### src/rtl/game_pkg.sv
// game_pkg: shared definitions for the game tick timer.
//   - speed codes produced by the level-select stage
//   - tick timer FSM state encoding
//   - default period / round constants (50 MHz system clock)
//   - helper that maps the unused speed code onto normal speed
package game_pkg;

    localparam logic [1:0] SPD_NORMAL = 2'b00;
    localparam logic [1:0] SPD_INTER  = 2'b01;
    localparam logic [1:0] SPD_ADV    = 2'b10;

    typedef enum logic [1:0] {
        IDLE = 2'b00,
        RUN  = 2'b01,
        DONE = 2'b10
    } state_t;

    localparam int DEF_PERIOD_NORMAL = 50000000;
    localparam int DEF_PERIOD_INTER  = 25000000;
    localparam int DEF_PERIOD_ADV    = 12500000;
    localparam int DEF_NUM_TICKS     = 30;
    localparam int DEF_CNT_W         = 26;
    localparam int DEF_TL_W          = 5;

    // Code 2'b11 is not a real speed; treat it as normal so a glitchy
    // selector never produces an undefined period.
    function automatic logic [1:0] sanitize_speed(input logic [1:0] spd);
        return (spd == 2'b11) ? SPD_NORMAL : spd;
    endfunction

endpackage

### src/rtl/game_tick_timer_tick_prescaler.sv
// tick_prescaler: free-running cycle counter that flags the last cycle of
// each tick period.
// Ports:
//   clk, rst  - clock, synchronous active-high reset
//   period    - cycles per tick (counter runs 0 .. period-1)
//   enable    - advance the counter this cycle (low = freeze)
//   clear     - force the counter back to 0 (wins over enable)
//   tc        - high while enabled and the count sits at period-1
module tick_prescaler #(
    parameter int CNT_W = 26
) (
    input  logic             clk,
    input  logic             rst,
    input  logic [CNT_W-1:0] period,
    input  logic             enable,
    input  logic             clear,
    output logic             tc
);

    logic [CNT_W-1:0] count_q;
    logic [CNT_W-1:0] count_d;

    // Equality compare: the period is stable while counting, so the
    // counter can never step past period-1.
    assign tc = enable && (count_q == (period - CNT_W'(1)));

    always_comb begin
        count_d = count_q;
        if (clear) begin
            count_d = '0;
        end else if (tc) begin
            count_d = '0;
        end else if (enable) begin
            count_d = count_q + CNT_W'(1);
        end
    end

    always_ff @(posedge clk) begin
        if (rst) begin
            count_q <= '0;
        end else begin
            count_q <= count_d;
        end
    end

endmodule

### src/rtl/game_tick_timer.sv
// game_tick_timer: once armed by control, emits NUM_TICKS one-cycle tick
// pulses spaced by the period of the latched game speed, counting the
// remaining ticks down and flagging round completion.
// Ports:
//   clk, rst   - clock, synchronous active-high reset
//   gameSpeed  - speed code, latched when the round is armed
//   control    - level arm: high runs/holds a round, low returns to IDLE
//   hold       - pause; freezes the prescaler and defers any tick
//   tick       - one-cycle pulse per game tick (registered)
//   ticksLeft  - ticks remaining in the round (registered)
//   running    - high while in RUN (registered)
//   done       - high while in DONE (registered)
//   state_dbg  - current FSM state, for observation
module game_tick_timer
    import game_pkg::*;
#(
    parameter int PERIOD_NORMAL = DEF_PERIOD_NORMAL,
    parameter int PERIOD_INTER  = DEF_PERIOD_INTER,
    parameter int PERIOD_ADV    = DEF_PERIOD_ADV,
    parameter int NUM_TICKS     = DEF_NUM_TICKS,
    parameter int CNT_W         = DEF_CNT_W,
    parameter int TL_W          = DEF_TL_W
) (
    input  logic            clk,
    input  logic            rst,
    input  logic [1:0]      gameSpeed,
    input  logic            control,
    input  logic            hold,
    output logic            tick,
    output logic [TL_W-1:0] ticksLeft,
    output logic            running,
    output logic            done,
    output logic [1:0]      state_dbg
);

    localparam logic [CNT_W-1:0] P_NORMAL = CNT_W'(PERIOD_NORMAL);
    localparam logic [CNT_W-1:0] P_INTER  = CNT_W'(PERIOD_INTER);
    localparam logic [CNT_W-1:0] P_ADV    = CNT_W'(PERIOD_ADV);
    localparam logic [TL_W-1:0]  TICKS_INIT = TL_W'(NUM_TICKS);

    state_t          state_q, state_d;
    logic [1:0]      speed_lat_q, speed_lat_d;
    logic            tick_q, tick_d;
    logic [TL_W-1:0] ticks_left_q, ticks_left_d;
    logic            running_q, running_d;
    logic            done_q, done_d;

    logic [CNT_W-1:0] period;
    logic             pre_enable;
    logic             pre_clear;
    logic             pre_tc;

    always_comb begin
        period = P_NORMAL;
        case (speed_lat_q)
            SPD_INTER: period = P_INTER;
            SPD_ADV:   period = P_ADV;
            default:   period = P_NORMAL;
        endcase
    end

    // The prescaler only counts inside an active round. Dropping control
    // clears it on the same edge the FSM leaves RUN, so a terminal count
    // coinciding with the drop never yields a tick.
    assign pre_enable = (state_q == RUN) && control && !hold;
    assign pre_clear  = !((state_q == RUN) && control);

    tick_prescaler #(
        .CNT_W (CNT_W)
    ) u_prescaler (
        .clk    (clk),
        .rst    (rst),
        .period (period),
        .enable (pre_enable),
        .clear  (pre_clear),
        .tc     (pre_tc)
    );

    always_comb begin
        state_d      = state_q;
        speed_lat_d  = speed_lat_q;
        tick_d       = 1'b0;
        ticks_left_d = ticks_left_q;
        running_d    = running_q;
        done_d       = done_q;

        case (state_q)
            IDLE: begin
                ticks_left_d = '0;
                running_d    = 1'b0;
                done_d       = 1'b0;
                if (control) begin
                    speed_lat_d  = sanitize_speed(gameSpeed);
                    ticks_left_d = TICKS_INIT;
                    running_d    = 1'b1;
                    state_d      = RUN;
                end
            end
            RUN: begin
                if (!control) begin
                    state_d      = IDLE;
                    ticks_left_d = '0;
                    running_d    = 1'b0;
                    done_d       = 1'b0;
                end else if (pre_tc) begin
                    tick_d       = 1'b1;
                    ticks_left_d = (ticks_left_q != '0) ? ticks_left_q - TL_W'(1) : '0;
                    // Final tick: completion flags move on the same edge.
                    if (ticks_left_q <= TL_W'(1)) begin
                        state_d   = DONE;
                        running_d = 1'b0;
                        done_d    = 1'b1;
                    end
                end
            end
            DONE: begin
                ticks_left_d = '0;
                running_d    = 1'b0;
                done_d       = 1'b1;
                if (!control) begin
                    state_d = IDLE;
                    done_d  = 1'b0;
                end
            end
            default: begin
                state_d      = IDLE;
                ticks_left_d = '0;
                running_d    = 1'b0;
                done_d       = 1'b0;
            end
        endcase
    end

    always_ff @(posedge clk) begin
        if (rst) begin
            state_q      <= IDLE;
            speed_lat_q  <= SPD_NORMAL;
            tick_q       <= 1'b0;
            ticks_left_q <= '0;
            running_q    <= 1'b0;
            done_q       <= 1'b0;
        end else begin
            state_q      <= state_d;
            speed_lat_q  <= speed_lat_d;
            tick_q       <= tick_d;
            ticks_left_q <= ticks_left_d;
            running_q    <= running_d;
            done_q       <= done_d;
        end
    end

    assign tick      = tick_q;
    assign ticksLeft = ticks_left_q;
    assign running   = running_q;
    assign done      = done_q;
    assign state_dbg = state_q;

endmodule

### config.mk
export PLATFORM = sky130hd
export DESIGN_NAME = game_tick_timer
export DESIGN_NICKNAME = d
export VERILOG_FILES = /design/src/rtl/game_pkg.sv /design/src/rtl/game_tick_timer_tick_prescaler.sv /design/src/rtl/game_tick_timer.sv
export SDC_FILE = /design/constraint.sdc
export NUM_CORES = 1
export LEC_CHECK = 0
export BUFFER_PORTS_ARGS = -buffer_cell sky130_fd_sc_hd__buf_2
export CORE_MARGIN = 2
export CORE_UTILIZATION = 40
export DETAILED_ROUTE_END_ITERATION = 12
export PLACE_DENSITY = 0.52
export SETUP_SLACK_MARGIN = 0.5
export SLEW_MARGIN = 20
export SYNTH_ARGS = -nofsm -noshare
export SYNTH_HDL_FRONTEND = slang
export SYNTH_HIERARCHICAL = 1
export SYNTH_SLANG_ARGS = --single-unit
### constraint.sdc
create_clock -name clk -period 4.2 [get_ports clk]
set_clock_uncertainty 0.05 [all_clocks]
set_input_delay 0.42 -clock clk [delete_from_list [all_inputs] [get_ports clk]]
set_output_delay 0.42 -clock clk [all_outputs]
set_load 0.005 [all_outputs]
==> flow_metrics.py, run 1 <==
metrics = {
    "status": {
        "status": "finished clean",
    },
    "finish": {
        "finish.instance_area_mm2": 0.003455,
        "post-route-util_pct": 47.88,
        "antennaDiodeCount": 0,
        "fillers": 774,
        "drive_gt1_share_pct": 11.70,
        "fin_nets": 453,
        "areaGrowthSynthToFinish_pct": 16.40,
    },
    "drt": {
        "drc": 0,
        "via_count": 2711,
        "drt_pass1_iterations": 4,
        "wire_per_inst_um": 13.57,
        "drtIter0Drc": 161,
        "viasPerCell": 5.067,
        "wl_um": 7262,
        "postRouteAntennaNets": 0,
    },
    "placed_design": {
        "post-dp-hpwl_um": 5381,
        "port_buffers": 15,
        "place_congestion": 0.8330,
        "placed_cell_area_mm2": 0.003303,
    },
    "yosys": {
        "ys_warn_count": 6,
        "synth.most_common_cell": "dfxtp_1",
        "avgSynthCellArea_um2": 8.065,
        "synth-seq-cells": 38,
        "yosysTopAreaCell": "dfxtp_1",
        "yosysTopAreaCellShare_pct": 25.63,
        "yosysSeqAreaShare_pct": 25.63,
        "synth_cells": 368,
        "synthDistinctLibCells": 58,
        "synthTopCellsByArea": "dfxtp_1 26%, xnor2_1 9.1%, nor4_1 7.2%",
        "synth-main-ff-cell": "dfxtp_1",
        "async_flop_share_pct": 0,
        "netlist_area_mm2": 0.002968,
        "synth_common_cells": "38 x dfxtp_1, 34 x nor4_1, 31 x xnor2_1",
        "synth_edf_count": 0,
    },
    "power_and_ir_drop": {
        "p_per_area_mw_per_mm2": 301.7,
        "peakVddDrop_mv": 0.2259,
        "p_leak_nw": 1.269,
    },
    "clocking": {
        "htreeDepth": 2,
        "clock-sinks": 38,
        "path_clk_slew_ps": 70,
        "numCtsBuffers": 5,
        "clockBufferDepth": 2,
        "clk_latency_ps": 280,
        "cts-root-buf": "clkbuf_8",
        "cts_tree": "yes",
    },
    "floorplan": {
        "die_h_um": 90.14,
        "io_pins": 16,
        "core_mm2": 0.007214,
        "num_rows": 31,
        "fp.dieArea_mm2": 0.008124,
        "start_util_pct": 41.14,
        "die_width_um": 90.14,
    },
    "worst_setup_path": {
        "reg2reg_to": "state_dbg[0]$_SDFFE_PP0P_",
        "reg2reg_from": "speed_lat_q[0]$_SDFFE_PP0P_",
        "ff2ff_setup_slack_ps": 760,
        "crit_path_max_fanout": 14,
        "reg2regPathDepth": 12,
        "worst_ep_required_time_ps": 4340,
        "cp-start-kind": "flop",
        "end_kind": "flop",
        "cp.arrival_ps": 3580,
        "path_class": "reg -> reg",
    },
    "timing": {
        "setup_viol": 0,
        "tightest_slew_ps": 749.4,
        "maxSlewHeadroom_pct": 50.04,
        "finalHoldViolations": 0,
        "setup_tns_ps": 0,
        "fmax_mhz": 290.4,
        "rsz0062_at_grt": "no",
        "post-route-period-util_pct": 81.98,
        "min_period_ps": 3443,
        "drv_slew": 0,
    },
    "hold_path": {
        "min_path_cells": 2,
        "min_path_type": "reg -> reg",
        "hp-start": "done$_SDFFE_PP0P_",
        "min_to": "done$_SDFFE_PP0P_",
    },
    "global_routing": {
        "grt_max_degree": 38,
        "grt_antenna_before_repair": 0,
        "grt_pass1_vias": 2413,
        "grt_first_pass_wirelength_um": 12180,
        "grt.total_usage_pct": 18.34,
        "grt_remaining_overflow": 0,
    },
    "job": {
        "max_cap_violations": 0,
    },
}
## state kept, by name, indices dropped and copies added (netlist names)
| name | count |
|---|---|
| done | 1 |
| running | 1 |
| speed_lat_q | 2 |
| state_dbg | 2 |
| tick | 1 |
| ticksLeft | 5 |
| u_prescaler/count_q | 26 |
## logic make-up (layout without fill, tap and decap cells)
family / after synthesis / after routing / synth area share (%)
xor gates and xnor gates: 54 / 54 / 15.94
adders and majority gates: 12 / 12 / 5.059
muxes: 7 / 7 / 2.403
other: 2 / 54 / 0.2530
DFF: 38 / 38 / 25.63
buffers and inverters: 36 / 52 / 5.776
and+or+nand+nor: 175 / 175 / 34.23
AOI/OAI and AO/OA: 44 / 44 / 10.71
## worst max-delay path, stage by stage (launching register included)
cell       delay (ps)
dfxtp_1           390
inv_1             120
ha_2              290
or4_1             560
o21ai_0           170
o211ai_1          100
nor4_1            310
nand4_1           210
nor4_4            410
buf_4             190
a31o_4            180
a31oi_1           100
a2111oi_2         270
## layer usage
| layer | track usage (%) | vias to the layer above | wire, µm |
|---|---|---|---|
| met5 | 0 | - | 0 |
| met4 | 4.615 | 0 | 80 |
| met3 | 2.012 | 5 | 164 |
| met2 | 27.88 | 38 | 3135 |
| met1 | 27.59 | 1238 | 3880 |
| li1 | - | 1430 | - |
## metrics by stage
stage | cells | hold WS [ps] | setup WS [ps] | power [mW]
finish | 535 | 407.1 | 756.7 | 1.042
global route | 535 | 437.8 | 487.9 | 1.118
CTS | 533 | 392.2 | 613.0 | 1.040
detailed placement | 523 | 396.7 | 440.6 | 0.7753
global placement | 523 | 397.7 | 544.1 | 0.7765
floorplan | 420 | 398.3 | 591.5 | 0.6932
## placed cells by master, fill, tap and decap left out, drive strengths merged, types with 11 or more instances in the layout
cell type,count
buf,24
inv,19
nand4,13
a21oi,11
xnor2,31
nor4,37
xor2,23
nand2,21
nor2,30
nor3,16
ha,12
conb,54
nand3,14
dfxtp,38
## final cells by class
cell class / count / area, µm² / area share (%)
Clock buffer: 7 / 86.33 / 2.499
Clock inverter: 1 / 5.005 / 0.1449
Inverter: 20 / 78.83 / 2.282
Multi-Input combinational cell: 346 / 2257 / 65.34
Sequential cell: 38 / 760.7 / 22.02
Tap cell: 99 / 123.9 / 3.586
Timing Repair Buffer: 24 / 142.6 / 4.129
## where the power goes
part	switching (mW)	internal (mW)	total, mW	leakage, nW
registers	0.0304	0.385	0.416	0.308
clock network	0.124	0.132	0.256	0.0482
logic	0.214	0.155	0.370	0.913
## worst max path at each step
| stage | start | endpoint | depth (start not counted) | slack, ps |
|---|---|---|---|---|
| finish | speed_lat_q[0]$_SDFFE_PP0P_ | state_dbg[0]$_SDFFE_PP0P_ | 12 | 760 |
| global route | speed_lat_q[1]$_SDFFE_PP0P_ | ticksLeft[3]$_SDFFE_PP0P_ | 12 | 490 |
| CTS | speed_lat_q[0]$_SDFFE_PP0P_ | ticksLeft[3]$_SDFFE_PP0P_ | 13 | 610 |
| detailed placement | speed_lat_q[0]$_SDFFE_PP0P_ | ticksLeft[3]$_SDFFE_PP0P_ | 13 | 440 |
| global placement | speed_lat_q[0]$_SDFFE_PP0P_ | ticksLeft[3]$_SDFFE_PP0P_ | 13 | 540 |
| floorplan | speed_lat_q[0]$_SDFFE_PP0P_ | ticksLeft[3]$_SDFFE_PP0P_ | 15 | 590 |
## timing repair
item / 4_1_cts / 5_1_grt
hold buffers: 0 / 0
pin swaps: 1 / 2
gates cloned: 0 / 0
gates resized for setup: 0 / 7
hold endpoints to repair: 0 / 0
buffers inserted: 2 / 2
setup endpoints to repair: 4 / 9
Power figures use the tool's default switching activity.
==> run 2: changes to the inputs <==
--- a/config.mk
+++ b/config.mk
@@ -5,6 +5,7 @@
 export SDC_FILE = /design/constraint.sdc
 export NUM_CORES = 1
 export LEC_CHECK = 0
+export ABC_AREA = 1
 export BUFFER_PORTS_ARGS = -buffer_cell sky130_fd_sc_hd__buf_2
 export CORE_MARGIN = 2
 export CORE_UTILIZATION = 40
==> constraint.sdc (replaced) <==
create_clock -name clk -period 3.3 [get_ports clk]
set_clock_uncertainty 0.05 [all_clocks]
set_input_delay 0.33 -clock clk [delete_from_list [all_inputs] [get_ports clk]]
set_output_delay 0.33 -clock clk [all_outputs]
set_load 0.005 [all_outputs]
==> run 2 against run 1 <==
Clock power up 32%; cell count up 30%; hold slack worse by 110 ps; critical path type unchanged; largest cell class unchanged; highest routed layer unchanged.
==> flow_metrics.py, run 2 <==
metrics = {
    "status": {
        "status": "finished clean",
    },
    "worst_setup_path": {
        "cp-start-kind": "flop",
        "reg2reg_from": "speed_lat_q[0]$_SDFFE_PP0P_",
        "max_stage_delay_ps": 350,
        "crit_path_max_fanout": 6,
        "worst_ep_required_time_ps": 3480,
        "ff2ff_setup_slack_ps": 690,
        "cp_slowest_cell": "dfxtp_2",
        "reg2regPathDepth": 18,
        "reg2reg_to": "ticksLeft[3]$_SDFFE_PP0P_",
        "worstPathCellList": "inv_2, ha_4, clkinvlp_4, nor2_4, nand2_2, inv_2, nand2_2, nand2_1, nand2_1, nor2_2, nand2_2, nor2_4, nand3_4, nor2_8, inv_1, nor3_4, nand2_1, a21oi_2",
        "end_kind": "flop",
        "cp.arrival_ps": 2790,
        "path_class": "reg -> reg",
    },
    "floorplan": {
        "start_util_pct": 41.79,
        "die_h_um": 97.12,
        "fp.dieArea_mm2": 0.009431,
        "io_pins": 16,
        "core_mm2": 0.008299,
        "num_rows": 33,
        "die_width_um": 97.12,
    },
    "finish": {
        "mostFrequentLayoutCells": "137 x nand2_1, 68 x inv_1, 54 x nor2_1, 40 x conb_1, 37 x nand3_1",
        "largest_reg_flops": 26,
        "antennaDiodeCount": 0,
        "final_common_cell": "nand2_1",
        "fin_nets": 610,
        "drive_gt1_share_pct": 19.22,
        "top_register": "u_prescaler/count_q",
        "areaGrowthSynthToFinish_pct": 15.73,
    },
    "yosys": {
        "synth_compound_area_share_pct": 4.113,
        "yosysSeqAreaShare_pct": 21.93,
        "synth_cells": 530,
        "synth_edf_count": 0,
        "synth_top_family_by_area": "simple AND/OR/NAND/NOR gates",
        "netlist_area_mm2": 0.003468,
        "yosysTopAreaCellShare_pct": 21.93,
        "avgSynthCellArea_um2": 6.544,
        "synthTopCellsByArea": "dfxtp_1 22%, nand2_1 15%, inv_1 7.7%",
        "synth_adder_area_share_pct": 4.329,
        "async_flop_share_pct": 0,
        "synth_common_cells": "139 x nand2_1, 71 x inv_1, 58 x nor2_1",
        "yosysTopAreaCell": "dfxtp_1",
        "synth-seq-cells": 38,
        "ys_warn_count": 6,
        "synthSimpleGateAreaFrac_pct": 47.94,
        "synth_xor_area_share_pct": 10.61,
        "synth.most_common_cell": "nand2_1",
        "synth-main-ff-cell": "dfxtp_1",
        "synthDistinctLibCells": 36,
        "synthMuxAreaShare_pct": 0.5772,
    },
    "job": {
        "max_cap_violations": 0,
    },
    "placed_design": {
        "place_congestion": 0.8248,
        "post-dp-hpwl_um": 6861,
        "port_buffers": 15,
    },
    "timing": {
        "setup_viol": 0,
        "whs_ps": 298.1,
        "setup_tns_ps": 0,
        "fmax_mhz": 382.8,
        "finalHoldViolations": 0,
        "tightest_slew_ps": 747.3,
        "min_period_ps": 2612,
        "rsz0062_at_grt": "no",
        "maxSlewHeadroom_pct": 50.18,
        "post-route-period-util_pct": 79.16,
        "drv_slew": 0,
    },
    "drt": {
        "viasPerCell": 4.626,
        "postRouteAntennaNets": 0,
        "drt_pass1_iterations": 4,
        "wire_per_inst_um": 12.31,
        "drtIter0Drc": 128,
        "wl_um": 8594,
        "drc": 0,
        "via_count": 3229,
    },
    "hold_path": {
        "min_path_type": "in -> reg",
        "min_to": "ticksLeft[3]$_SDFFE_PP0P_",
        "hp-start": "rst",
        "min_path_cells": 2,
    },
    "global_routing": {
        "grt_pass1_vias": 3083,
        "grt_max_degree": 27,
        "grt_antenna_before_repair": 0,
        "grt.total_usage_pct": 18.83,
        "grt_remaining_overflow": 0,
        "grt_first_pass_wirelength_um": 14630,
    },
    "clocking": {
        "path_clk_slew_ps": 80,
        "clock-sinks": 38,
        "cts-root-buf": "clkbuf_8",
        "clk_latency_ps": 290,
        "cts_tree": "yes",
        "htreeDepth": 2,
        "cts_hold_buf": 0,
        "numCtsBuffers": 5,
        "clockBufferDepth": 2,
    },
    "power_and_ir_drop": {
        "peakVddDrop_mv": 0.2162,
        "p_per_area_mw_per_mm2": 321.9,
        "p_leak_nw": 1.744,
    },
}
run 2: changes by cell type in the layout (fill, tap and decap cells not counted), moves of 14 or more:
cell and delta:
conb_1 -14, nand3_1 +23, xnor2_1 -18, nor2_1 +24
nor4_1 -34, nor3_2 +19, inv_1 +49, nand2_1 +116
run 2: logic make-up after synthesis:
family	count (synthesis)
and+or+nand+nor	325
buffers and inverters	84
xor gates and xnor gates	42
DFF	38
AOI/OAI and AO/OA	25
adders and majority gates	12
other	2
muxes	2
run 2: through the flow:
step	setup WS [ps]	area (µm²)	cells	power, mW	util (%)
final	687.8	4014	698	1.292	48.36
after CTS	533.3	3904	692	1.258	47.04
after global routing	460.9	4014	698	1.387	48.36
after global placement	335.9	3775	683	0.8925	45.48
after detailed placement	326.6	3775	683	0.8939	45.48
after floorplan	598.3	3611	568	0.8074	-
run 2: power breakdown:
group | internal [mW] | switching [mW]
logic | 0.176 | 0.286
registers | 0.478 | 0.0148
clock network | 0.168 | 0.169
run 2: worst max-delay path by stage:
stage               cells past startpoint                        start                        end  slack (ps)
floorplan                              19  speed_lat_q[0]$_SDFFE_PP0P_  ticksLeft[3]$_SDFFE_PP0P_         600
global placement                       18  speed_lat_q[0]$_SDFFE_PP0P_  ticksLeft[4]$_SDFFE_PP0P_         340
detailed placement                     18  speed_lat_q[0]$_SDFFE_PP0P_  ticksLeft[3]$_SDFFE_PP0P_         330
CTS                                    17  speed_lat_q[0]$_SDFFE_PP0P_  ticksLeft[3]$_SDFFE_PP0P_         530
global route                           20  speed_lat_q[1]$_SDFFE_PP0P_  state_dbg[0]$_SDFFE_PP0P_         460
finish                                 18  speed_lat_q[0]$_SDFFE_PP0P_  ticksLeft[3]$_SDFFE_PP0P_         690
run 2: layout make-up:
type	count	area [µm²]
well taps	105	131.4
inverters	76	295.3
repair buffers	25	153.9
fillers	894	4285
clock buffers	6	82.58
flip-flops and latches	38	763.2
multi-input cells	446	2575
clock inverters	2	12.51
run 2: worst max-delay path, delay by kind of cell (launching register included):
kind	cells	cell delay, ps
flops	1	350
fa+ha+maj	1	320
compound gates	1	110
simple gates	12	1330
buf+inv	4	380
run 2: timing repair:
action	4_1_cts	5_1_grt
endpoints found under the setup margin	35	35
setup buffers	1	6
endpoints found under the hold margin	0	0
resized for setup	6	19
pin swaps	1	8
run 2: per-layer routing:
layer	wire length [µm]	part of all wire [%]	GRT usage [%]
met5	0	0	0
met4	51	0.59	4.334
met1	4185	49	25.90
met2	4015	47	31.68
met3	343	4.0	2.158
==> run 3: changes to the inputs <==
--- a/config.mk
+++ b/config.mk
@@ -5,12 +5,12 @@
 export SDC_FILE = /design/constraint.sdc
 export NUM_CORES = 1
 export LEC_CHECK = 0
-export ABC_AREA = 1
+export ABC_AREA = 0
 export BUFFER_PORTS_ARGS = -buffer_cell sky130_fd_sc_hd__buf_2
 export CORE_MARGIN = 2
 export CORE_UTILIZATION = 40
 export DETAILED_ROUTE_END_ITERATION = 12
-export PLACE_DENSITY = 0.52
+export PLACE_DENSITY = 0.54
 export SETUP_SLACK_MARGIN = 0.5
 export SLEW_MARGIN = 20
 export SYNTH_ARGS = -nofsm -noshare
==> constraint.sdc (replaced) <==
create_clock -name clk -period 2.2 [get_ports clk]
set_clock_uncertainty 0.05 [all_clocks]
set_input_delay 0.22 -clock clk [delete_from_list [all_inputs] [get_ports clk]]
set_output_delay 0.22 -clock clk [all_outputs]
set_load 0.005 [all_outputs]
==> run 3 against run 2 <==
The run now ends with negative setup slack left; sequential share of layout area decreased by 0.53 points; maximum frequency decreased by 13%; cell area increased by 3.6%; clock power increased by 50%; non-clock buffer count increased by 67; hold slack got worse by 92 ps; total power increased by 76%; cell count decreased by 14%; critical endpoint is now ticksLeft[2]$_SDFFE_PP0P_; largest cell class unchanged; highest routed layer unchanged.
==> flow_metrics.py, run 3 (synthesized netlist as in run 1, its figures left out) <==
metrics = {
    "status": {
        "status": "complete, but fails checks",
        "violations": "negative setup slack",
    },
    "placed_design": {
        "port_buffers": 15,
        "placed_cell_area_mm2": 0.003918,
        "pre_cts_slack_ps": -1128,
        "place_congestion": 0.9065,
        "post-dp-hpwl_um": 6106,
    },
    "floorplan": {
        "io_pins": 16,
        "num_rows": 31,
        "core_mm2": 0.007214,
        "die_h_um": 90.14,
        "fp.dieArea_mm2": 0.008124,
        "die_width_um": 90.14,
        "start_util_pct": 41.14,
    },
    "timing": {
        "timing.final.ws_setup_ps": -801.0,
        "finalHoldViolations": 0,
        "min_period_ps": 3001,
        "post-route-period-util_pct": 136.4,
        "fmax_mhz": 333.2,
        "maxSlewHeadroom_pct": 65.27,
        "drv_slew": 0,
        "tightest_slew_ps": 516.1,
        "setup_viol": 36,
        "rsz0062_at_grt": "yes",
    },
    "worst_setup_path": {
        "cp_slowest_cell": "or4_4",
        "cp-start-kind": "flop",
        "crit_path_max_fanout": 6,
        "path_class": "reg -> reg",
        "path_depth": 14,
        "max_stage_delay_ps": 560,
        "end_kind": "flop",
        "path_delay_family": "simple AND/OR/NAND/NOR gates",
        "ff2ff_setup_slack_ps": -800,
        "worst_ep_required_time_ps": 2370,
        "path_buf_inv": 3,
        "reg2regPathDepth": 14,
        "worstPathCellList": "inv_4, ha_4, or4_4, o21ai_2, o211ai_1, nor4_2, nand4_1, nor4_4, buf_6, buf_4, nand3_4, a21oi_4, a32oi_1, nor2_1",
        "cp.arrival_ps": 3180,
    },
    "finish": {
        "largest_reg_flops": 26,
        "fin_nets": 521,
        "final_common_cell": "buf_4",
        "fillers": 721,
        "drive_gt1_share_pct": 28.37,
        "antennaDiodeCount": 0,
        "top_register": "u_prescaler/count_q",
        "areaGrowthSynthToFinish_pct": 40.05,
        "finish.instance_area_mm2": 0.004156,
        "mostFrequentLayoutCells": "72 x buf_4, 54 x conb_1, 36 x dfxtp_1, 33 x nor4_1, 31 x xnor2_1",
    },
    "power_and_ir_drop": {
        "p_int_mw": 1.442,
        "peakVddDrop_mv": 0.4805,
        "p_per_area_mw_per_mm2": 547.6,
        "p_leak_nw": 1.672,
        "p_clk_share_pct": 22.2,
        "p_sw_mw": 0.8341,
        "sw_frac_of_total_pct": 36.64,
        "power.total_mw": 2.276,
        "combPwrFrac_pct": 42.8,
        "pwr-share-seq_pct": 35.0,
    },
    "hold_path": {
        "min_path_type": "in -> reg",
        "min_path_cells": 4,
    },
    "drt": {
        "wire_per_inst_um": 13.36,
        "postRouteAntennaNets": 0,
        "wl_um": 8057,
        "drtIter0Drc": 152,
        "via_count": 2988,
        "viasPerCell": 4.955,
        "drt_pass1_iterations": 4,
        "drc": 0,
    },
    "global_routing": {
        "grt_first_pass_wirelength_um": 13450,
        "grt_remaining_overflow": 0,
        "grt.total_usage_pct": 20.08,
        "grt_max_degree": 31,
        "grt_pass1_vias": 2779,
        "grt_antenna_before_repair": 0,
    },
    "clocking": {
        "cts-root-buf": "clkbuf_8",
        "clock-sinks": 38,
        "cts_tree": "yes",
        "path_clk_slew_ps": 70,
        "clk_latency_ps": 300,
        "numCtsBuffers": 5,
        "clockBufferDepth": 2,
        "htreeDepth": 2,
    },
    "job": {
        "max_cap_violations": 0,
    },
}
-- run 3: changes by cell type in the layout (fill, tap and decap cells not counted), moves of 14 or more --
cell / before / now
buf_4: 9 / 72
conb_1: 40 / 54
inv_1: 68 / 17
nand2_1: 137 / 19
nand3_1: 37 / 12
nor2_1: 54 / 30
nor3_2: 19 / 1
nor4_1: 0 / 33
xnor2_1: 13 / 31
-- run 3: what timing repair did --
item                                    CTS  global route
buffers inserted                          5             2
endpoints found under the setup margin   36            38
hold buffers                              0             0
gates resized for setup                  14             8
hold endpoints to repair                  0             0
pin swaps                                12             6
-- run 3: final timing paths --
check | start | endpoint
max | speed_lat_q[0]$_SDFFE_PP0P_ | ticksLeft[2]$_SDFFE_PP0P_
min reg2reg | done$_SDFFE_PP0P_ | done$_SDFFE_PP0P_
min | gameSpeed[0] | speed_lat_q[1]$_SDFFE_PP0P_
max reg2reg | speed_lat_q[0]$_SDFFE_PP0P_ | ticksLeft[2]$_SDFFE_PP0P_
-- run 3: worst min-delay path: cells and delay by family --
kind	cells	cell delay, ps
AO/OA/AOI/OAI	1	110
AND/OR/NAND/NOR	2	90
buffers and inverters	1	90
-- run 3: layout make-up --
| class | instances | area (µm²) | area share [%] |
|---|---|---|---|
| clock inverters | 1 | 5.005 | 0.1204 |
| flip-flops and latches | 38 | 768.2 | 18.48 |
| well taps | 99 | 123.9 | 2.980 |
| repair buffers | 92 | 680.7 | 16.38 |
| multi-input cells | 346 | 2410 | 57.98 |
| clock buffers | 7 | 86.33 | 2.077 |
| inverters | 20 | 82.58 | 1.987 |
-- run 3: metrics by stage --
stage	TNS [ps]	cells	hold WS, ps	util (%)
finish	-22920	603	206.2	57.61
global route	-26070	603	250.7	57.61
CTS	-21510	601	190.5	56.94
detailed placement	-32560	588	416.7	54.30
global placement	-29870	588	393.7	54.30
floorplan	-20270	420	238.9	-
-- run 3: power groups by stage --
stage               registers [mW]  clock network (mW)  logic [mW]
finish                       0.796               0.505       0.975
global route                 0.801               0.550        1.07
CTS                          0.794               0.524       0.948
detailed placement           0.809                   0       0.878
global placement             0.807                   0       0.869
floorplan                    0.815                   0       0.592
-- run 3: metal layers --
metal | track usage, % | wire, µm
met1 | 28.36 | 4068
met2 | 31.33 | 3574
met3 | 3.772 | 293
met4 | 5.513 | 121
met5 | 0 | 0
